--- src/rtl/pwm_capture_if.sv ---
// Measurement bundle between a PWM source/consumer and pwm_capture.
// The source drives pwm_in; the capture block returns the measured results.
interface pwm_capture_if #(
  parameter int R = 10
);
  logic        pwm_in;
  logic [31:0] period;
  logic [31:0] high_time;
  logic [R:0]  duty;
  logic        valid;
  logic        busy;
  logic        overrun;
  logic        stuck;

  modport master (
    output pwm_in,
    input  period, high_time, duty, valid, busy, overrun, stuck
  );

  modport slave (
    input  pwm_in,
    output period, high_time, duty, valid, busy, overrun, stuck
  );
endinterface

--- src/rtl/pwm_capture.sv ---
// PWM period/high-time capture with a serial restoring divider for duty.
// Optional stuck-input timeout is enabled by defining PWM_CAPTURE_TIMEOUT_EN.
module pwm_capture #(
  parameter int          R              = 10,
  parameter logic [31:0] TIMEOUT_CYCLES = 32'd1_000_000
) (
  input logic          clk,
  input logic          reset_n,
  pwm_capture_if.slave bus
);
  localparam logic [1:0] ST_IDLE    = 2'd0;
  localparam logic [1:0] ST_MEASURE = 2'd1;
  localparam logic [1:0] ST_DIVIDE  = 2'd2;
  localparam int STEP_W = $clog2(R + 1);
  localparam logic [STEP_W-1:0] LAST_STEP = STEP_W'(R);
  localparam logic [R:0] FULL = {1'b1, {R{1'b0}}};
  localparam logic [31:0] SAT = 32'hFFFF_FFFF;

  logic              sync1_r, sync2_r, sync3_r;
  logic [1:0]        state_r;
  logic [31:0]       period_cnt_r, high_cnt_r;
  logic [31:0]       period_r, high_time_r;
  logic [R:0]        duty_r;
  logic              valid_r, busy_r, overrun_r, stuck_r;
  logic [31:0]       rem_r;
  logic [R:0]        dsr_r;
  logic [R:0]        q_r;
  logic              ovf_r;
  logic [STEP_W-1:0] step_r;

  logic        rise_s;
  logic [31:0] period_inc_s, high_inc_s;
  logic [32:0] trial_s;
  logic        ge_s;
  logic [31:0] diff_s;
  logic [R:0]  q_next_s, duty_fin_s;

  assign rise_s       = sync2_r & ~sync3_r;
  assign period_inc_s = (period_cnt_r == SAT) ? SAT : period_cnt_r + 32'd1;
  assign high_inc_s   = (sync2_r && (high_cnt_r != SAT)) ? high_cnt_r + 32'd1 : high_cnt_r;

  // One restoring step: the dividend's only nonzero low bit enters first, then zeros.
  assign trial_s    = {rem_r, dsr_r[R]};
  assign ge_s       = (trial_s >= {1'b0, period_r});
  assign diff_s     = trial_s[31:0] - period_r;
  assign q_next_s   = {q_r[R-1:0], ge_s};
  assign duty_fin_s = (ovf_r || (q_next_s > FULL)) ? FULL : q_next_s;

  assign bus.period    = period_r;
  assign bus.high_time = high_time_r;
  assign bus.duty      = duty_r;
  assign bus.valid     = valid_r;
  assign bus.busy      = busy_r;
  assign bus.overrun   = overrun_r;
  assign bus.stuck     = stuck_r;

`ifndef PWM_CAPTURE_TIMEOUT_EN
  logic unused_timeout_s;
  assign unused_timeout_s = ^TIMEOUT_CYCLES;
`endif

  // Two-flop synchronizer plus a delayed copy for rising-edge detection
  always_ff @(posedge clk or negedge reset_n) begin
    if (!reset_n) begin
      sync1_r <= 1'b0;
      sync2_r <= 1'b0;
      sync3_r <= 1'b0;
    end else begin
      sync1_r <= bus.pwm_in;
      sync2_r <= sync1_r;
      sync3_r <= sync2_r;
    end
  end

  // Measurement counters, result registers and divider sequencing
  always_ff @(posedge clk or negedge reset_n) begin
    if (!reset_n) begin
      state_r      <= ST_IDLE;
      period_cnt_r <= 32'd0;
      high_cnt_r   <= 32'd0;
      period_r     <= 32'd0;
      high_time_r  <= 32'd0;
      duty_r       <= '0;
      valid_r      <= 1'b0;
      busy_r       <= 1'b0;
      overrun_r    <= 1'b0;
      stuck_r      <= 1'b0;
      rem_r        <= 32'd0;
      dsr_r        <= '0;
      q_r          <= '0;
      ovf_r        <= 1'b0;
      step_r       <= '0;
    end else begin
      valid_r   <= 1'b0;
      overrun_r <= 1'b0;
      case (state_r)
        ST_IDLE: begin
          if (rise_s) begin
            period_cnt_r <= 32'd0;
            high_cnt_r   <= 32'd1;
            stuck_r      <= 1'b0;
            state_r      <= ST_MEASURE;
          end
        end
        ST_MEASURE: begin
          if (rise_s) begin
            period_r     <= period_inc_s;
            high_time_r  <= high_cnt_r;
            // The edge cycle itself is high, so the new high count starts at one.
            period_cnt_r <= 32'd0;
            high_cnt_r   <= 32'd1;
            rem_r        <= high_cnt_r >> 1;
            dsr_r        <= {high_cnt_r[0], {R{1'b0}}};
            q_r          <= '0;
            ovf_r        <= ({1'b0, high_cnt_r} >= {period_inc_s, 1'b0});
            step_r       <= '0;
            busy_r       <= 1'b1;
            state_r      <= ST_DIVIDE;
          end
`ifdef PWM_CAPTURE_TIMEOUT_EN
          else if (period_cnt_r >= TIMEOUT_CYCLES) begin
            stuck_r <= 1'b1;
            duty_r  <= sync2_r ? FULL : '0;
            valid_r <= 1'b1;
            state_r <= ST_IDLE;
          end
`endif
          else begin
            period_cnt_r <= period_inc_s;
            high_cnt_r   <= high_inc_s;
          end
        end
        ST_DIVIDE: begin
          // An edge here drops that period; counting runs on so it merges into the next one.
          period_cnt_r <= period_inc_s;
          high_cnt_r   <= high_inc_s;
          overrun_r    <= rise_s;
          rem_r        <= ge_s ? diff_s : trial_s[31:0];
          dsr_r        <= {dsr_r[R-1:0], 1'b0};
          q_r          <= q_next_s;
          step_r       <= step_r + STEP_W'(1);
          if (step_r == LAST_STEP) begin
            duty_r  <= duty_fin_s;
            valid_r <= 1'b1;
            busy_r  <= 1'b0;
            state_r <= ST_MEASURE;
          end else begin
            busy_r <= 1'b1;
          end
        end
        default: begin
          busy_r  <= 1'b0;
          state_r <= ST_IDLE;
        end
      endcase
    end
  end
endmodule

--- src/flat_wrapper.sv ---
// flat-port wrapper written by rule: the top's interface ports become plain ports
module pwm_capture_flat 
#(
  parameter int          R              = 10,
  parameter logic [31:0] TIMEOUT_CYCLES = 32'd1_000_000
)
  (clk, reset_n, bus_pwm_in, bus_period, bus_high_time, bus_duty, bus_valid, bus_busy, bus_overrun, bus_stuck);
  pwm_capture_if #(.R(R)) bus_i ();
  input logic clk;
  input logic reset_n;
  input wire logic [$bits(bus_i.pwm_in)-1:0] bus_pwm_in;
  output wire logic [$bits(bus_i.period)-1:0] bus_period;
  output wire logic [$bits(bus_i.high_time)-1:0] bus_high_time;
  output wire logic [$bits(bus_i.duty)-1:0] bus_duty;
  output wire logic [$bits(bus_i.valid)-1:0] bus_valid;
  output wire logic [$bits(bus_i.busy)-1:0] bus_busy;
  output wire logic [$bits(bus_i.overrun)-1:0] bus_overrun;
  output wire logic [$bits(bus_i.stuck)-1:0] bus_stuck;
  assign bus_i.pwm_in = bus_pwm_in;
  assign bus_period = bus_i.period;
  assign bus_high_time = bus_i.high_time;
  assign bus_duty = bus_i.duty;
  assign bus_valid = bus_i.valid;
  assign bus_busy = bus_i.busy;
  assign bus_overrun = bus_i.overrun;
  assign bus_stuck = bus_i.stuck;
  pwm_capture #(.R(R), .TIMEOUT_CYCLES(TIMEOUT_CYCLES)) u_core (.clk(clk), .reset_n(reset_n), .bus(bus_i));
endmodule
--- config.mk ---
export PLATFORM = sky130hd
export DESIGN_NAME = pwm_capture_flat
export DESIGN_NICKNAME = d
export VERILOG_FILES = /design/src/rtl/pwm_capture_if.sv /design/src/rtl/pwm_capture.sv /design/src/flat_wrapper.sv
export SDC_FILE = /design/constraint.sdc
export NUM_CORES = 1
export LEC_CHECK = 0
export ABC_CLOCK_PERIOD_IN_PS = 4200
export CORE_MARGIN = 5
export CORE_UTILIZATION = 31
export DETAILED_ROUTE_END_ITERATION = 10
export DONT_BUFFER_PORTS = 1
export GPL_TIMING_DRIVEN = 0
export SETUP_SLACK_MARGIN = 0.15
export SYNTH_ARGS = -nofsm -noshare
export SYNTH_HDL_FRONTEND = slang
export SYNTH_SLANG_ARGS = --single-unit
--- constraint.sdc ---
create_clock -name clk -period 4.2 [get_ports clk]
set_input_delay 0.42 -clock clk [delete_from_list [all_inputs] [get_ports clk]]
set_output_delay 0.42 -clock clk [all_outputs]
set_load 0.02 [all_outputs]
==> impl_metrics.toml, run 1 <==
[outcome]
status = "finished with violations"
violations = "hold timing"

[routing]
wirelength_mm = 37.6
drt_iter0_drc = 1017
drtPass1Iterations = 5
ant_nets = 0
vias = 10400
vias_per_cell = 5.46
wl_per_cell_microns = 19.7
remaining_drc_errors = 0

[synthesis]
synth_edf_count = 0
syn_nets = 1438
synth_flop_cell = "dfrtp_1"
syn_area_sq_um = 11700
yosys.area.top_type = "dfrtp_1"
seq_area_frac_synth_pct = 41.6
async_flop_share_pct = 100
ys_ff_latch = 195
postSynthCellCount = 1363
synth_warnings = 0
ys_types = 79
synthTopCellsByArea = "dfrtp_1, nand2_1, ha_1"
synth_top_area_share_pct = 41.6
syn_avg_cell_area_sq_um = 8.61

[critical_path]
critPathKind = "register to register"
critPathLaunchType = "register"
worstPathArrival_ns = 4.17
crit_path_max_fanout = 10
crit_required_ns = 4.57
cp-end-kind = "register"
crit-reg2reg-launch = "u_core.period_cnt_r[0]"
crit_start = "u_core.period_cnt_r[0]"

[die]
pin_count = 82
num_rows = 71
die_area_sq_um = 41800
die_h_microns = 205
core_sq_um = 37500
start_util_pct = 31.3
fp.dieW_microns = 205

[placed_design]
dp_slack_ns = -0.286
hpwl_mm = 28.5
place_area_sq_um = 12400
portBuffers = 0
dp_cells = 1874
gp_congestion = 0.942

[clocking]
cts_root_buf = "clkbuf_16"
ctsHtreeMaxLevel = 4
max-clock-path-buffers = 2
cts_buffers = 17
cts_tree = "built"
worst_skew_pair.late_latency_ns = 0.45
clk_pin_slew_ns = 0.07
hold_buffers = 1
clock_sinks = 195
cts_setup_buffers = 0

[global_route]
grt_pass1_vias = 10100
grt_pass1_wl_mm = 58.6
antenna_found_initial = 0
grt.overflow.total = 0
grt_usage_pct = 17.9
use_met3_pct = 3.53
grt_max_degree = 196
top_usage_layer = "met2"
grtUsageMet2_pct = 29.2
met1_usage_pct = 24.1

[sta]
hold_slack_ns = -0.324
layout_setup_ws_ns = 0.399
max_slew_margin_pct = 26.0
fin_crit_ns = 3.80
fin_crit_sh_pct = 90.5
fmax_mhz = 263
hold_viol = 195
finalSetupViolations = 0
worstMarginPinSlew_ns = 1.11
finalClockSkew_ns = 0.0203
setup_tns_ns = 0
final_max_slew_viol_count = 0
rsz0062_at_grt = "no"

[finish]
fin_util_pct = 34.5
final_area_sq_um = 12900
layout-drive-gt1-share_pct = 5.87
fin_cells = 1907
fin_nets = 1458
syn2layout_area_growth_pct = 10.4
diodes = 0

[min_path]
hp-class = "input pin to asynchronous set/reset pin"

[flow_run]
maxCapViolations = 0

[pwr]
p_leak_nw = 5.73
power_mw = 7.91
vdd_drop_max_uv = 258
power_density_nw_per_um2 = 611
-- final cells by class --
cell class                 count  area (sq um)
fill                        3928         24500
clock inverter                11          93.8
tap                          511           639
inverter                      52           195
clock buffer                  21           460
sequential                   195          4880
multi-input combinational   1041          6330
timing repair buffer           1          10.0
buffer                        75           339
-- synthesized netlist by cell type (5+ instances only) --
cell,n
a21o_1,29
o21ai_1,7
and2_1,5
a211oi_1,5
o22ai_1,7
nor2b_1,8
a22o_1,13
nand4_1,34
a22oi_1,22
nand2b_1,8
xor2_1,15
o21ai_0,160
ha_1,71
a31oi_1,21
o211ai_1,6
clkbuf_1,45
and3_1,13
nor2_1,98
nor3_1,10
buf_2,16
inv_1,52
nand2_1,255
o31ai_1,15
xnor2_1,33
mux2i_1,21
and4_1,10
a21oi_1,59
nand3_1,32
dfrtp_1,195
buf_1,6
-- report_power, final --
part           leakage (nW)  switching [mW]  total (mW)  internal (mW)
logic                  2.80            2.47        3.95           1.47
registers              2.66           0.282        2.38           2.10
clock network         0.270           0.775        1.58          0.805
-- sequential cells by signal, summed over array words and instances (netlist names) --
register and flops:
u_core.bus.valid 1, u_core.bus.duty 11, u_core.bus.high_time 32, u_core.step_r 4
u_core.sync2_r 1, u_core.q_r 10, u_core.sync3_r 1, u_core.rem_r 32
u_core.bus.busy 1, u_core.period_cnt_r 32, u_core.sync1_r 1, u_core.bus.period 32
u_core.ovf_r 1, u_core.dsr_r 1, u_core.high_cnt_r 32, u_core.bus.overrun 1
u_core.state_r 2
-- per-layer routing --
| layer | up-vias | wire (microns) |
|---|---|---|
| met1 | 5041 | 16200 |
| met2 | 400 | 17600 |
| li1 | 4911 | - |
| met5 | - | 0 |
| met3 | 64 | 2760 |
| met4 | 0 | 1000 |
-- logic make-up (layout without fill, tap and decap cells) --
kind of cell / count (synthesis) / after routing / synth area share, %
compound gates: 394 / 394 / 21.0
xor+xnor: 48 / 48 / 3.58
fa+ha+maj: 72 / 72 / 7.74
buf+inv: 127 / 160 / 4.52
flops: 195 / 195 / 41.6
mux: 23 / 23 / 1.98
other cells: 1 / 1 / 0.0320
simple gates: 503 / 503 / 19.5
-- worst max-delay path: stages (launching register included) --
cell and delay, ns:
dfrtp_2 0.45, ha_1 0.22, inv_1 0.06, nor2_2 0.21, and4_1 0.23, clkbuf_2 0.22
and4_4 0.24, buf_6 0.14, buf_2 0.24, nor2_1 0.11, ha_1 0.30, and4_1 0.22
nand2_1 0.06, nor2_1 0.27, o21ai_1 0.21, a21oi_1 0.19, o21ai_1 0.12, a211oi_2 0.20
-- worst paths after layout --
kind | endpoint | slack [ns] | cells past startpoint
hold / removal | u_core.bus.valid | -0.32 | 0
setup / recovery | u_core.ovf_r | 0.40 | 17
setup reg to reg | u_core.ovf_r | 0.40 | 17
max in group asynchronous | u_core.period_cnt_r[0] | 4.10 | 0
hold reg to reg | u_core.sync2_r | 0.36 | 0
min in group clk | u_core.sync2_r | 0.36 | 0
-- cell usage in the layout (no fill, tap or decap), types with 10 or more instances in the layout --
master and instances:
clkbuf_16 17, a22o_1 13, o31ai_1 15, dfrtp_1 194, a22oi_1 22, a21oi_1 59
mux2i_1 21, and4_1 10, a31oi_1 21, nand3_1 32, nor2_1 97, nand4_1 34
buf_2 15, xor2_1 15, inv_1 52, nor3_1 10, ha_1 71, nand2_1 255
a21o_1 29, o21ai_0 157, xnor2_1 33, clkbuf_1 46, and3_1 13, o21ai_1 10
-- timing repair --
| action | in CTS | in global routing |
|---|---|---|
| hold endpoints to repair | 196 | 195 |
| resized for setup | 5 | 3 |
| setup endpoints to repair | 1 | 1 |
| gates cloned | 0 | 0 |
(Power assumes the default switching activity.)
==> inputs of run 2 (changes only) <==
Settings changed: ABC_AREA set to 1, TNS_END_PERCENT set to 1.
==> impl_metrics.toml, run 2 <==
[clocking]
ctsHtreeMaxLevel = 4
cts_root_buf = "clkbuf_16"
clk_pin_slew_ns = 0.08
worst_skew_pair.late_latency_ns = 0.46
max-clock-path-buffers = 2
cts_tree = "built"
cts_buffers = 17
clock_sinks = 195
hold_buffers = 1

[sta]
finalClockSkew_ns = 0.0146
finalSetupViolations = 0
fmax_mhz = 268
hold_viol = 195
fin_crit_sh_pct = 88.7
final_max_slew_viol_count = 0
rsz0062_at_grt = "no"
worstMarginPinSlew_ns = 0.828
hold_slack_ns = -0.349
fin_crit_ns = 3.72
max_slew_margin_pct = 44.2
setup_tns_ns = 0

[critical_path]
path_cells = "ha_2 > nand2_1 > nor2_2 > nand4_1 > inv_1 > nand2_1 > nor2_2 > nand4_1 > nand2_1 > o21bai_1 > inv_1 > ha_1 > nand2_1 > inv_1 > nand3_1 > nor3_1 > nand4_1 > nand3_1 > nand2_1 > nand2_1 > nor2_1 > a21boi_1"
endpoint = "u_core.ovf_r"
crit_required_ns = 4.57
critPathKind = "register to register"
crit_start = "u_core.period_cnt_r[0]"
slowest_delay_ns = 0.40
critPathSlowestCell = "dfrtp_1"
critPathLaunchType = "register"
worstPathArrival_ns = 4.09
timing.rr.end = "u_core.ovf_r"
path_common_cell = "nand2_1"
reg2reg_depth = 22
crit-reg2reg-launch = "u_core.period_cnt_r[0]"
cp-end-kind = "register"
r2r_setup_slack_ns = 0.48
crit_path_max_fanout = 4

[global_route]
grt_pass1_wl_mm = 67.3
grt_pass1_vias = 11600
grt_usage_pct = 18.6
grt_max_degree = 196
grt.overflow.total = 0
antenna_found_initial = 0

[finish]
syn2layout_area_growth_pct = 10.3
fillers = 4378
diodes = 0
final_area_sq_um = 14200
fin_nets = 1928
mostFrequentLayoutCells = "nand2_1, inv_1, dfrtp_1"
mostFrequentLayoutCell = "nand2_1"
layout-drive-gt1-share_pct = 6.43

[placed_design]
gp_congestion = 0.952
hpwl_mm = 35.5
portBuffers = 0
place_area_sq_um = 13600

[synthesis]
yosys.area.top_type = "dfrtp_1"
synth_top_area_share_pct = 37.8
synth_flop_cell = "dfrtp_1"
synthTopCellsByArea = "dfrtp_1, nand2_1, inv_1"
ys_ff_latch = 195
ys_types = 46
postSynthCellCount = 1831
syn_area_sq_um = 12900
synth_most_common_cell = "nand2_1"
synth_edf_count = 0
syn_nets = 1906
synth_warnings = 0
synth_common_cells = "nand2_1, inv_1, dfrtp_1"
syn_avg_cell_area_sq_um = 7.05
async_flop_share_pct = 100
seq_area_frac_synth_pct = 37.8

[flow_run]
maxCapViolations = 0

[die]
die_area_sq_um = 45800
pin_count = 82
fp.dieW_microns = 214
core_sq_um = 41000
die_h_microns = 214
num_rows = 74
start_util_pct = 31.5

[routing]
wirelength_mm = 43.7
remaining_drc_errors = 0
vias = 11900
drt_iter0_drc = 922
wl_per_cell_microns = 18.2
ant_nets = 0
vias_per_cell = 4.98
drtPass1Iterations = 5

[pwr]
p_leak_nw = 6.89
vdd_drop_max_uv = 308
power_density_nw_per_um2 = 691

[min_path]
hp-class = "input pin to asynchronous set/reset pin"

[outcome]
status = "finished with violations"
violations = "hold timing"
run 2: area by class of cell:
class | count | area (sq um) | area share (%)
clock buffers | 17 | 425 | 2.99
flip-flops and latches | 195 | 4880 | 34.3
inverters | 295 | 1110 | 7.78
clock inverters | 15 | 209 | 1.47
plain buffers | 44 | 248 | 1.74
well taps | 532 | 666 | 4.67
multi-input cells | 1297 | 6680 | 46.9
repair buffers | 3 | 25.0 | 0.176
run 2: stage by stage:
step                      power [mW]  setup WS, ns  util (%)  hold slack [ns]  std cells
after floorplan                 6.45          1.55         -            0.124       1831
after global placement          8.06         0.485      33.1            0.129       2363
after detailed placement        8.09         0.486      33.1            0.128       2363
after CTS                       9.86         0.454      34.7           -0.360       2396
after global routing            10.7         0.157      34.7           -0.364       2398
final                           9.84         0.475      34.7           -0.349       2398
run 2: how the worst min path moves through the flow:
stage	cells after the start	end	start
2_1_floorplan	0	u_core.bus.busy	reset_n
3_3_place_gp	0	u_core.bus.duty[3]	reset_n
3_5_place_dp	0	u_core.bus.duty[3]	reset_n
4_1_cts	0	u_core.bus.duty[3]	reset_n
5_1_grt	0	u_core.bus.duty[4]	reset_n
6_report	0	u_core.bus.duty[2]	reset_n
run 2: logic make-up (layout without fill, tap and decap cells):
logic type | after synthesis | after routing | share of synthesized area [%]
xor gates and xnor gates | 42 | 42 | 2.85
other | 1 | 1 | 0.0290
DFF | 195 | 195 | 37.8
AOI/OAI and AO/OA | 291 | 291 | 12.2
and+or+nand+nor | 891 | 891 | 29.6
buffers and inverters | 339 | 374 | 10.5
adders and majority gates | 72 | 72 | 7.03
run 2: layer usage:
metal / global-route usage, % / part of all wire, %
met1: 24.3 / 44
met2: 32.3 / 49
met3: 2.03 / 4.2
met4: 6.10 / 2.7
met5: 0 / 0
run 2: worst max-delay path: cells and delay by family (launching register included):
| kind | cells | cell delay [ns] |
|---|---|---|
| fa+ha+maj | 2 | 0.53 |
| flops | 1 | 0.40 |
| simple gates | 15 | 2.05 |
| compound gates | 2 | 0.33 |
| buf+inv | 3 | 0.36 |
run 2: power by group:
| group | leakage [nW] | switching (mW) | internal, mW |
|---|---|---|---|
| Sequential | 2.68 | 0.239 | 2.08 |
| Combinational | 3.90 | 3.91 | 1.85 |
| Clock | 0.309 | 0.839 | 0.919 |
| Total | 6.89 | 4.99 | 4.85 |
run 2: repair_timing:
item,CTS,global route
resized for setup,0,1
endpoints found under the setup margin,0,1
setup buffers,0,2
hold endpoints to repair,196,195
==> inputs of run 3 (changes only) <==
Settings changed: CORE_MARGIN 5 to unset, CTS_BUF_LIST set to sky130_fd_sc_hd__clkbuf_8.
==> impl_metrics.toml, run 3 (synthesis results as in run 2) <==
[global_route]
grt_pass1_wl_mm = 66.6
antenna_found_initial = 0
grt.overflow.total = 0
grt_max_degree = 196
grt_usage_pct = 21.0
grt_pass1_vias = 11400

[pwr]
power_density_nw_per_um2 = 670
p_leak_nw = 6.79
power_mw = 9.41
vdd_drop_max_uv = 218

[sta]
fmax_mhz = 270
setup_tns_ns = 0
finalClockSkew_ns = 0.0214
hold_slack_ns = -0.425
final_max_slew_viol_count = 0
fin_crit_ns = 3.71
rsz0062_at_grt = "no"
hold_viol = 195
fin_crit_sh_pct = 88.3
worstMarginPinSlew_ns = 0.743
finalSetupViolations = 0
max_slew_margin_pct = 50.0

[clocking]
cts_root_buf = "clkbuf_8"
clk_pin_slew_ns = 0.13
ctsHtreeMaxLevel = 4
hold_buffers = 1
cts_tree = "built"
worst_skew_pair.late_latency_ns = 0.52
max-clock-path-buffers = 2
cts_buffers = 17
clock_sinks = 195

[die]
fp.dieW_microns = 206
pin_count = 82
die_h_microns = 206
core_sq_um = 40900
start_util_pct = 31.6
num_rows = 74
die_area_sq_um = 42500

[critical_path]
r2r_setup_slack_ns = 0.49
crit_required_ns = 4.64
crit-reg2reg-launch = "u_core.period_cnt_r[0]"
worstPathArrival_ns = 4.14
cp-end-kind = "register"
endpoint = "u_core.ovf_r"
critPathLaunchType = "register"
crit_path_max_fanout = 4
reg2reg_depth = 20
timing.rr.end = "u_core.ovf_r"
crit_start = "u_core.period_cnt_r[0]"
critPathKind = "register to register"

[routing]
ant_nets = 0
wirelength_mm = 43.7
wl_per_cell_microns = 18.2
drtPass1Iterations = 5
drt_iter0_drc = 872
vias_per_cell = 4.99
vias = 12000
remaining_drc_errors = 0

[finish]
final_area_sq_um = 14000
fillers = 4469
mostFrequentLayoutCells = "nand2_1, inv_1, dfrtp_1"
mostFrequentLayoutCell = "nand2_1"
syn2layout_area_growth_pct = 8.69
layout-drive-gt1-share_pct = 6.53
multi_input_area_sq_um = 6680
regArea_sq_um = 4880
fin_nets = 1929

[min_path]
hp-class = "input pin to asynchronous set/reset pin"

[outcome]
status = "finished with violations"
violations = "hold timing"

[placed_design]
hpwl_mm = 35.4
portBuffers = 0
place_area_sq_um = 13600
gp_congestion = 0.928

[flow_run]
maxCapViolations = 0
run 3: cell count changes in the layout (fill, tap and decap cells not counted), moves of 2 or more:
cell / previous run / this run
inv_6: 6 / 4
clkbuf_16: 17 / 0
clkinvlp_4: 0 / 2
inv_8: 2 / 4
clkbuf_8: 0 / 17
run 3: layout make-up:
| type | instances | area share (%) |
|---|---|---|
| diodes | 1 | 0.0178 |
| plain buffers | 44 | 1.77 |
| clock buffers | 17 | 1.67 |
| clock inverters | 15 | 1.30 |
| inverters | 295 | 7.89 |
| multi-input cells | 1297 | 47.6 |
| flip-flops and latches | 195 | 34.8 |
| well taps | 532 | 4.74 |
| repair buffers | 4 | 0.232 |
run 3: per-stage QoR:
step / setup WS [ns] / util (%) / std cells
after floorplan: 1.55 / - / 1831
after global placement: 0.465 / 33.2 / 2363
after detailed placement: 0.510 / 33.2 / 2363
after CTS: 0.479 / 34.2 / 2396
after global routing: 0.189 / 34.3 / 2399
final: 0.491 / 34.3 / 2400
run 3: worst min path at each step:
stage	endpoint
after floorplan	u_core.bus.busy
after global placement	u_core.bus.duty[4]
after detailed placement	u_core.bus.duty[4]
after CTS	u_core.bus.duty[4]
after global routing	u_core.bus.duty[9]
final	u_core.bus.duty[4]
run 3: worst max-delay path, stage by stage (launching register included):
cell and delay, ns:
dfrtp_1 0.43, ha_2 0.26, nand2_1 0.10, nor2_2 0.15
nand4_1 0.24, inv_1 0.15, nand2_1 0.11, nor2_2 0.22
nand4_1 0.23, buf_4 0.21, nand3_1 0.13, inv_1 0.09
ha_1 0.30, nand2_1 0.12, nor4_1 0.30, nand4_1 0.20
nand3_1 0.14, nand2_1 0.05, nand2_1 0.05, nor2_1 0.04
a21boi_1 0.13
run 3: repair_timing:
action	4_1_cts	5_1_grt
endpoints found under the hold margin	196	195
resized for setup	0	2
setup buffers	0	3
endpoints found under the setup margin	0	1
run 3: routing by layer:
layer	GRT usage, %	vias to the layer above	part of all wire [%]
met5	0	-	0
li1	-	5922	-
met3	2.52	59	3.6
met2	34.9	303	47
met4	8.27	0	3.5
met1	27.6	5683	46
run 3: report_power, final:
group | leakage [nW] | switching (mW) | internal [mW] | total [mW]
clock | 0.204 | 0.810 | 0.507 | 1.32
sequential | 2.68 | 0.230 | 2.08 | 2.31
combinational | 3.90 | 3.93 | 1.85 | 5.78
